$ cat src/rtl/sha1_stream_if.sv
`default_nettype none
// ---------------------------------------------------------------------------
// sha1_stream_if : word-stream input and digest output bundle for sha1_stream
// Rev 1.0
// ---------------------------------------------------------------------------
interface sha1_stream_if;
  logic [31:0]  in_data;
  logic         in_valid;
  logic         in_last;
  logic [2:0]   in_nbytes;
  logic         in_ready;
  logic [159:0] digest;
  logic         digest_valid;
  logic         busy;

  modport master (
    output in_data, in_valid, in_last, in_nbytes,
    input  in_ready, digest, digest_valid, busy
  );

  modport slave (
    input  in_data, in_valid, in_last, in_nbytes,
    output in_ready, digest, digest_valid, busy
  );
endinterface
`default_nettype wire

$ cat src/rtl/sha1_stream.sv
`default_nettype none
// ---------------------------------------------------------------------------
// sha1_stream : streaming SHA-1, one 80-round compression per HASH cycle
// Rev 1.0
// ---------------------------------------------------------------------------
module sha1_stream (
  input  wire logic     clk,
  input  wire logic     rst,
  sha1_stream_if.slave  bus
);

  typedef enum logic [2:0] {
    S_LOAD = 3'd0,
    S_PAD  = 3'd1,
    S_LEN  = 3'd2,
    S_HASH = 3'd3,
    S_DONE = 3'd4
  } state_t;

  localparam logic [159:0] c_h_init =
    160'h67452301_EFCDAB89_98BADCFE_10325476_C3D2E1F0;

  state_t              r_state;
  logic [4:0]          r_wcnt;
  logic [63:0]         r_len;
  logic                r_pad_done;
  logic                r_len_done;
  logic                r_msg_end;
  logic [15:0][31:0]   r_block;
  logic [159:0]        r_chain;
  logic [159:0]        r_digest;
  logic                r_digest_valid;

  logic [2:0]          w_nbytes;
  logic [31:0]         w_last_word;
  logic [31:0]         w_load_word;
  logic                w_load_pad;
  logic [63:0]         w_len_inc;
  logic [4:0]          w_wcnt_inc;
  logic [159:0]        w_hash;

  function automatic logic [159:0] sha1_compress(input logic [159:0] h,
                                                 input logic [511:0] blk);
    logic [31:0] w [16];
    logic [31:0] a, b, c, d, e, f, k, wt, x, tmp;
    for (int i = 0; i < 16; i++) w[i] = blk[511-32*i -: 32];
    a = h[159:128]; b = h[127:96]; c = h[95:64]; d = h[63:32]; e = h[31:0];
    for (int t = 0; t < 80; t++) begin
      // 16-entry circular schedule: t-3, t-8, t-14, t-16 map to t+13, t+8, t+2, t
      if (t < 16) begin
        wt = w[4'(t)];
      end else begin
        x  = w[4'(t+13)] ^ w[4'(t+8)] ^ w[4'(t+2)] ^ w[4'(t)];
        wt = {x[30:0], x[31]};
        w[4'(t)] = wt;
      end
      if (t < 20) begin
        f = (b & c) | (~b & d);          k = 32'h5A827999;
      end else if (t < 40) begin
        f = b ^ c ^ d;                   k = 32'h6ED9EBA1;
      end else if (t < 60) begin
        f = (b & c) | (b & d) | (c & d); k = 32'h8F1BBCDC;
      end else begin
        f = b ^ c ^ d;                   k = 32'hCA62C1D6;
      end
      tmp = {a[26:0], a[31:27]} + f + e + k + wt;
      e = d; d = c; c = {b[1:0], b[31:2]}; b = a; a = tmp;
    end
    return {h[159:128] + a, h[127:96] + b, h[95:64] + c, h[63:32] + d, h[31:0] + e};
  endfunction

  function automatic state_t next_after_write(input logic [4:0] wnext,
                                              input logic ended,
                                              input logic pad);
    if (wnext == 5'd16)                       return S_HASH;
    else if (ended && pad && wnext == 5'd14)  return S_LEN;
    else if (ended)                           return S_PAD;
    else                                      return S_LOAD;
  endfunction

  always_comb begin
    w_nbytes = (bus.in_nbytes == 3'd0 || bus.in_nbytes > 3'd4) ? 3'd4 : bus.in_nbytes;
    case (w_nbytes)
      3'd1:    w_last_word = {bus.in_data[31:24], 8'h80, 16'h0000};
      3'd2:    w_last_word = {bus.in_data[31:16], 8'h80, 8'h00};
      3'd3:    w_last_word = {bus.in_data[31:8], 8'h80};
      default: w_last_word = bus.in_data;
    endcase
    w_load_word = bus.in_last ? w_last_word : bus.in_data;
    w_load_pad  = bus.in_last && (w_nbytes != 3'd4);
    w_len_inc   = bus.in_last ? {58'd0, w_nbytes, 3'b000} : 64'd32;
    w_wcnt_inc  = r_wcnt + 5'd1;
    w_hash      = sha1_compress(r_chain, r_block);
  end

  always_ff @(posedge clk or posedge rst) begin
    if (rst) begin
      r_state        <= S_LOAD;
      r_wcnt         <= 5'd0;
      r_len          <= 64'd0;
      r_pad_done     <= 1'b0;
      r_len_done     <= 1'b0;
      r_msg_end      <= 1'b0;
      r_block        <= '0;
      r_chain        <= c_h_init;
      r_digest       <= 160'd0;
      r_digest_valid <= 1'b0;
    end else begin
      r_digest_valid <= 1'b0;
      case (r_state)
        S_LOAD: begin
          if (bus.in_valid) begin
            r_block[4'd15 - r_wcnt[3:0]] <= w_load_word;
            r_wcnt <= w_wcnt_inc;
            r_len  <= r_len + w_len_inc;
            if (w_load_pad)  r_pad_done <= 1'b1;
            if (bus.in_last) r_msg_end  <= 1'b1;
            r_state <= next_after_write(w_wcnt_inc, bus.in_last | r_msg_end,
                                        w_load_pad | r_pad_done);
          end
        end
        S_PAD: begin
          r_block[4'd15 - r_wcnt[3:0]] <= r_pad_done ? 32'h0000_0000 : 32'h8000_0000;
          r_pad_done <= 1'b1;
          r_wcnt     <= w_wcnt_inc;
          r_state    <= next_after_write(w_wcnt_inc, 1'b1, 1'b1);
        end
        S_LEN: begin
          r_block[1] <= r_len[63:32];
          r_block[0] <= r_len[31:0];
          r_len_done <= 1'b1;
          r_state    <= S_HASH;
        end
        S_HASH: begin
          r_chain <= w_hash;
          r_wcnt  <= 5'd0;
          if (r_len_done)     r_state <= S_DONE;
          else if (r_msg_end) r_state <= S_PAD;
          else                r_state <= S_LOAD;
        end
        S_DONE: begin
          r_digest       <= r_chain;
          r_digest_valid <= 1'b1;
          r_chain        <= c_h_init;
          r_len          <= 64'd0;
          r_pad_done     <= 1'b0;
          r_len_done     <= 1'b0;
          r_msg_end      <= 1'b0;
          r_state        <= S_LOAD;
        end
        default: r_state <= S_LOAD;
      endcase
    end
  end

  assign bus.in_ready     = (r_state == S_LOAD);
  assign bus.busy         = !((r_state == S_LOAD) && (r_wcnt == 5'd0));
  assign bus.digest       = r_digest;
  assign bus.digest_valid = r_digest_valid;

endmodule
`default_nettype wire

$ cat src/flat_wrapper.sv
// flat-port wrapper written by rule: the top's interface ports become plain ports
module sha1_stream_flat 
  (clk, rst, bus_in_data, bus_in_valid, bus_in_last, bus_in_nbytes, bus_in_ready, bus_digest, bus_digest_valid, bus_busy);
  sha1_stream_if bus_i ();
  input  wire logic clk;
  input  wire logic rst;
  input wire logic [$bits(bus_i.in_data)-1:0] bus_in_data;
  input wire logic [$bits(bus_i.in_valid)-1:0] bus_in_valid;
  input wire logic [$bits(bus_i.in_last)-1:0] bus_in_last;
  input wire logic [$bits(bus_i.in_nbytes)-1:0] bus_in_nbytes;
  output wire logic [$bits(bus_i.in_ready)-1:0] bus_in_ready;
  output wire logic [$bits(bus_i.digest)-1:0] bus_digest;
  output wire logic [$bits(bus_i.digest_valid)-1:0] bus_digest_valid;
  output wire logic [$bits(bus_i.busy)-1:0] bus_busy;
  assign bus_i.in_data = bus_in_data;
  assign bus_i.in_valid = bus_in_valid;
  assign bus_i.in_last = bus_in_last;
  assign bus_i.in_nbytes = bus_in_nbytes;
  assign bus_in_ready = bus_i.in_ready;
  assign bus_digest = bus_i.digest;
  assign bus_digest_valid = bus_i.digest_valid;
  assign bus_busy = bus_i.busy;
  sha1_stream u_core (.clk(clk), .rst(rst), .bus(bus_i));
endmodule
$ cat config.mk
export PLATFORM = sky130hd
export DESIGN_NAME = sha1_stream_flat
export DESIGN_NICKNAME = d
export VERILOG_FILES = /design/src/rtl/sha1_stream_if.sv /design/src/rtl/sha1_stream.sv /design/src/flat_wrapper.sv
export SDC_FILE = /design/constraint.sdc
export NUM_CORES = 1
export LEC_CHECK = 0
export CAP_MARGIN = 40
export CORE_UTILIZATION = 33
export DETAILED_ROUTE_END_ITERATION = 8
export GPL_TIMING_DRIVEN = 0
export PLACE_DENSITY = 0.87
export RECOVER_POWER = 25
export SLEW_MARGIN = 20
export SYNTH_ARGS = -nofsm -noshare
export SYNTH_HDL_FRONTEND = slang
export SYNTH_SLANG_ARGS = --single-unit
$ cat constraint.sdc
create_clock -name clk -period 4.98 [get_ports clk]
set_input_delay 0.996 -clock clk [delete_from_list [all_inputs] [get_ports clk]]
set_output_delay 0.996 -clock clk [all_outputs]
set_load 0.02 [all_outputs]
==> results of run 1 <==
-- layer usage --
metal | global-route usage | share of wire | vias to the layer above
met3 | 0.0176 | 0.10 | 3
met2 | 0.243 | 0.56 | 91
met1 | 0.118 | 0.32 | 762
met4 | 0.0368 | 0.0097 | 0
li1 | - | - | 933
met5 | 0 | 0 | -
-- flip-flops by register name (all words and copies together) (netlist names) --
name,count
u_core.r_wcnt,5
u_core.r_len_done,1
u_core.bus.digest,1
u_core.r_msg_end,1
u_core.r_pad_done,1
u_core.bus.digest_valid,1
u_core.r_state,3
-- worst min-delay path by stage --
stage,from,endpoint,cells past startpoint
floorplan,u_core.r_len_done$_DFFE_PP0P_,u_core.r_len_done$_DFFE_PP0P_,2
global placement,u_core.r_len_done$_DFFE_PP0P_,u_core.r_len_done$_DFFE_PP0P_,2
detailed placement,u_core.r_pad_done$_DFFE_PP0P_,u_core.r_pad_done$_DFFE_PP0P_,2
CTS,u_core.r_pad_done$_DFFE_PP0P_,u_core.r_pad_done$_DFFE_PP0P_,2
global route,u_core.r_pad_done$_DFFE_PP0P_,u_core.r_pad_done$_DFFE_PP0P_,1
finish,u_core.r_pad_done$_DFFE_PP0P_,u_core.r_pad_done$_DFFE_PP0P_,2
-- cell families (layout without fill, tap and decap cells) --
kind of cell	Yosys count	in the layout	synth area share
xor+xnor	4	4	0.0289
compound gates	27	27	0.0827
flops	13	13	0.153
simple gates	38	38	0.100
fa+ha+maj	5	5	0.0295
buf+inv	173	267	0.603
other cells	1	80	0.00177
-- power breakdown --
part	leakage (nW)	switching, mW	internal [mW]
Combinational	1.69	0.802	0.929
Sequential	0.151	0.0533	0.147
Clock	0.0228	0.0410	0.0568
-- layout make-up --
cell class	instances	area, µm²
plain buffers	166	1240
clock buffers	4	45.0
fillers	536	2600
inverters	7	26.3
multi-input cells	154	812
flip-flops and latches	13	325
well taps	75	93.8
repair buffers	90	911
-- Yosys cell counts (2+ instances only) --
library cell	count	area (µm²)
or2_2	2	12.5
xnor2_1	2	17.5
nand2_1	6	22.5
nand2b_1	2	12.5
buf_6	4	45.0
dfrtp_1	13	325
nor3_1	6	30.0
inv_1	7	26.3
a21oi_1	8	40.0
buf_4	159	1190
o21ai_0	10	50.1
ha_1	5	62.6
nand3_1	3	15.0
nor2_1	11	41.3
buf_2	2	10.0
-- worst reg2reg max path, stage by stage, from the launching register on --
cell      delay [ns]
dfrtp_1         0.46
ha_1            0.33
xnor2_1         0.16
nor3b_2         0.24
nand2b_2        0.10
nor3b_1         0.24
o41a_1          0.18
-- per-stage QoR --
stage / hold WS, ns / utilization / area [µm²]
after global placement: 0.542 / 0.561 / 3400
after detailed placement: 0.559 / 0.565 / 3420
after global routing: 0.598 / 0.571 / 3460
after CTS: 0.570 / 0.572 / 3470
final: 0.572 / 0.571 / 3460
after floorplan: 0.507 / - / 2420
==> results.json, run 1 <==
{
  "worst_slack_ns": 1.75,
  "status": "finished, final reports clean",
  "numPortBuffers": 89,
  "synth_cells": 261,
  "reg2reg_depth": 6,
  "cts_setup_buffers": 0,
  "grt_pass1_wl_um": 6220,
  "root_buffer": "clkbuf_8",
  "critical_path.top_delay_family": "buffers and inverters",
  "drc": 0,
  "powerDensity_nw_per_um2": 587,
  "cts_buffers": 3,
  "r2r_start": "u_core.r_wcnt[0]$_DFFE_PP0P_",
  "hold_class": "reg2reg",
  "syn_area_per_cell_um2": 8.12,
  "globalRouteOverflowTotal": 0,
  "die_area_um2": 6750,
  "die_w_um": 82.1,
  "vias": 1789,
  "cp.arrival_ns": 2.23,
  "drt_wl_total_um": 4550,
  "skew_ns": 0.00165,
  "worst_slew_pin_slew_ns": 0.864,
  "htree_levels": 1,
  "finalNonFillerCells": 509,
  "cts.clk_slew.worst_paths_ns": 0.06,
  "grt_pass1_vias": 1340,
  "path_class": "reg2out",
  "crit_slowest_cell": "dfrtp_1",
  "critPathMaxStageDelay_ns": 0.91,
  "drv_cap": 0,
  "synthArstFlopShare": 1.00,
  "start_util": 0.350,
  "antenna_left": 0,
  "mostFrequentLayoutCell": "buf_4",
  "path_cells": "buf_12 > buf_4 > clkdlybuf4s50_1",
  "fp-row-count": 28,
  "synth.distinct_cells": 36,
  "ys_seq_elements": 13,
  "r2r_setup_slack_ns": 3.21,
  "synthFlopType": "dfrtp_1",
  "rsz0062_at_grt": "false",
  "antenna_found_initial": 0,
  "drtIter0Drc": 31,
  "worstPathRequired_ns": 3.98,
  "hpwl_um": 3890,
  "dr.pass1.iters": 4,
  "p_leak_nw": 1.86,
  "final_nets": 479,
  "clock_latency_ns": 0.25,
  "path_depth": 3,
  "numPlacedInstances": 505,
  "syn_to_final_growth_pct": 63.2,
  "fin_crit_sh": 0.649,
  "drive_gt1_frac": 0.406,
  "final.min_clock_period_ns": 3.23,
  "grt_max_degree": 54,
  "startpoint_type": "flop",
  "max_freq_ghz": 0.310,
  "worstSetupEndpointType": "primary output",
  "io_pins": 202,
  "layout_common_cells": "buf_4, clkdlybuf4s50_1, conb_1",
  "place.gp.congestion": 0.819,
  "track_usage": 0.118,
  "fin_tns_setup_ns": 0,
  "die_y_um": 82.1,
  "cts_tree": "yes",
  "post_cts_resized": 0,
  "wl_per_cell_um": 8.94,
  "viasPerCell": 3.51,
  "maxSlewHeadroom": 0.424,
  "vdd_drop_max_mv": 0.344,
  "setup_violations": 0,
  "finalPower_mw": 2.03,
  "path_max_fanout": 53,
  "crit_end": "bus_digest[31]",
  "coreArea_um2": 6060,
  "diodes": 0,
  "post-place-ws_ns": 2.16,
  "crit_start": "u_core.bus.digest[157]$_DFFE_PP0P_",
  "synth_edf_count": 0,
  "clockBufferDepth": 2,
  "synth_area_um2": 2120,
  "hold_violations": 0,
  "cts.hold.buffers_added": 0,
  "critPathBufInv": 3,
  "clock_sinks": 13,
  "r2r_end": "u_core.r_state[1]$_DFFE_PP0P_",
  "slew_violations": 0,
  "ys_warn_count": 0,
  "ys_seq_area_frac": 0.153
}
No activity file was read; power rests on OpenSTA's default activity.
==> run 2, diff against run 1 <==
- CORE_UTILIZATION: 33 -> 31
- PLACE_DENSITY: 0.87 -> 0.83
- clock period: 4.98 -> 3.05 ns (I/O delays scaled with it)
==> results.json, run 2 (synthesis results as in run 1) <==
{
  "status": "complete, but fails checks",
  "violations": "design-rule violations",
  "nFillCells": 602,
  "hold_violations": 0,
  "numPortBuffers": 89,
  "drtIter0Drc": 57,
  "vdd_drop_max_mv": 0.391,
  "cts.hold.buffers_added": 0,
  "rsz0062_at_grt": "false",
  "path_class": "reg2out",
  "slew_violations": 0,
  "finalNonFillerCells": 510,
  "layout_common_cells": "buf_4, clkdlybuf4s50_1, conb_1",
  "viasPerCell": 3.48,
  "vias": 1775,
  "max_freq_ghz": 0.385,
  "drc": 14,
  "cts_setup_buffers": 0,
  "grt_pass1_vias": 1356,
  "p_leak_nw": 1.85,
  "antenna_found_initial": 0,
  "cts_buffers": 3,
  "grt_pass1_wl_um": 6440,
  "hpwl_um": 3640,
  "antenna_left": 0,
  "maxSlewHeadroom": 0.523,
  "top_regs": "u_core.r_wcnt (5), u_core.r_state (3)",
  "skew_ns": 0.00288,
  "io_pins": 202,
  "drv_cap": 0,
  "htree_levels": 1,
  "path_max_fanout": 81,
  "hold_class": "reg2reg",
  "worstPathRequired_ns": 2.44,
  "root_buffer": "clkbuf_8",
  "mostFrequentLayoutCell": "buf_4",
  "final_nets": 478,
  "die_area_um2": 7170,
  "track_usage": 0.110,
  "clock_latency_ns": 0.24,
  "cts_tree": "yes",
  "drive_gt1_frac": 0.406,
  "start_util": 0.328,
  "fin_tns_setup_ns": 0,
  "worstSetupEndpointType": "primary output",
  "worst_slew_pin_slew_ns": 0.716,
  "finalPower_mw": 3.28,
  "cts.clk_slew.worst_paths_ns": 0.05,
  "dr.pass1.iters": 6,
  "coreArea_um2": 6460,
  "place.gp.congestion": 0.829,
  "powerDensity_nw_per_um2": 953,
  "startpoint_type": "flop",
  "diodes": 0,
  "numPlacedInstances": 506,
  "fp-row-count": 29,
  "largest_register_ffs": 5,
  "wl_per_cell_um": 8.45,
  "syn_to_final_growth_pct": 62.5,
  "regMostFlops": "u_core.r_wcnt",
  "cp.arrival_ns": 1.99,
  "fin_crit_sh": 0.853,
  "globalRouteOverflowTotal": 0,
  "final.min_clock_period_ns": 2.60,
  "clockBufferDepth": 2,
  "final_core_util": 0.533,
  "die_y_um": 84.7,
  "clock_sinks": 13,
  "die_w_um": 84.7,
  "drt_wl_total_um": 4310,
  "setup_violations": 0,
  "whs_ns": 0.565,
  "post_cts_resized": 0,
  "grt_max_degree": 82
}
-- run 2: cell count changes in the layout (fill, tap and decap cells not counted) --
cell,previous run,this run
dfrtp_4,0,1
dfrtp_1,13,12
buf_12,1,0
-- run 2: critical path, cell delays in order (launching register included) --
cell and delay [ns]:
dfrtp_4 0.89, buf_4 0.21, clkdlybuf4s50_1 0.62
-- run 2: through the flow --
stage	instance area, µm²	worst slack [ns]
floorplan	2420	0.496
global placement	3400	-0.345
detailed placement	3410	0.632
CTS	3450	0.420
global route	3440	0.339
finish	3440	0.449
-- run 2: cell type report --
type	count	area [µm²]	share of cell area
flip-flops and latches	13	329	0.0955
clock buffers	4	45.0	0.0131
repair buffers	89	891	0.259
multi-input cells	154	812	0.236
inverters	7	26.3	0.00763
well taps	77	96.3	0.0280
plain buffers	166	1240	0.361
-- run 2: worst paths after layout --
path	from	endpoint	slack, ns	depth (start not counted)
max reg2reg	u_core.r_wcnt[0]$_DFFE_PP0P_	u_core.r_state[1]$_DFFE_PP0P_	1.25	6
min in group asynchronous	rst	u_core.r_wcnt[1]$_DFFE_PP0P_	0.83	2
max in group asynchronous	rst	u_core.bus.digest[157]$_DFFE_PP0P_	1.84	2
min	u_core.r_len_done$_DFFE_PP0P_	u_core.r_len_done$_DFFE_PP0P_	0.56	2
min reg2reg	u_core.r_len_done$_DFFE_PP0P_	u_core.r_len_done$_DFFE_PP0P_	0.56	2
max	u_core.bus.digest[157]$_DFFE_PP0P_	bus_digest[70]	0.45	2
-- run 2: routing by layer --
metal,vias up,track usage,wire [µm]
met4,0,0.0293,42
met1,734,0.109,1510
met3,6,0.0295,434
li1,932,-,-
met2,103,0.220,2320
met5,-,0,0
-- run 2: where the power goes --
| part | total, mW | internal (mW) | switching, mW |
|---|---|---|---|
| combinational | 2.74 | 1.50 | 1.24 |
| clock | 0.152 | 0.0922 | 0.0600 |
| sequential | 0.392 | 0.243 | 0.149 |
| total | 3.28 | 1.84 | 1.44 |
==> run 3, diff against run 2 <==
- TNS_END_PERCENT: default -> 50
==> results of run 3 <==
Same layout as run 2: the final DEF is identical, and so are final timing and power.
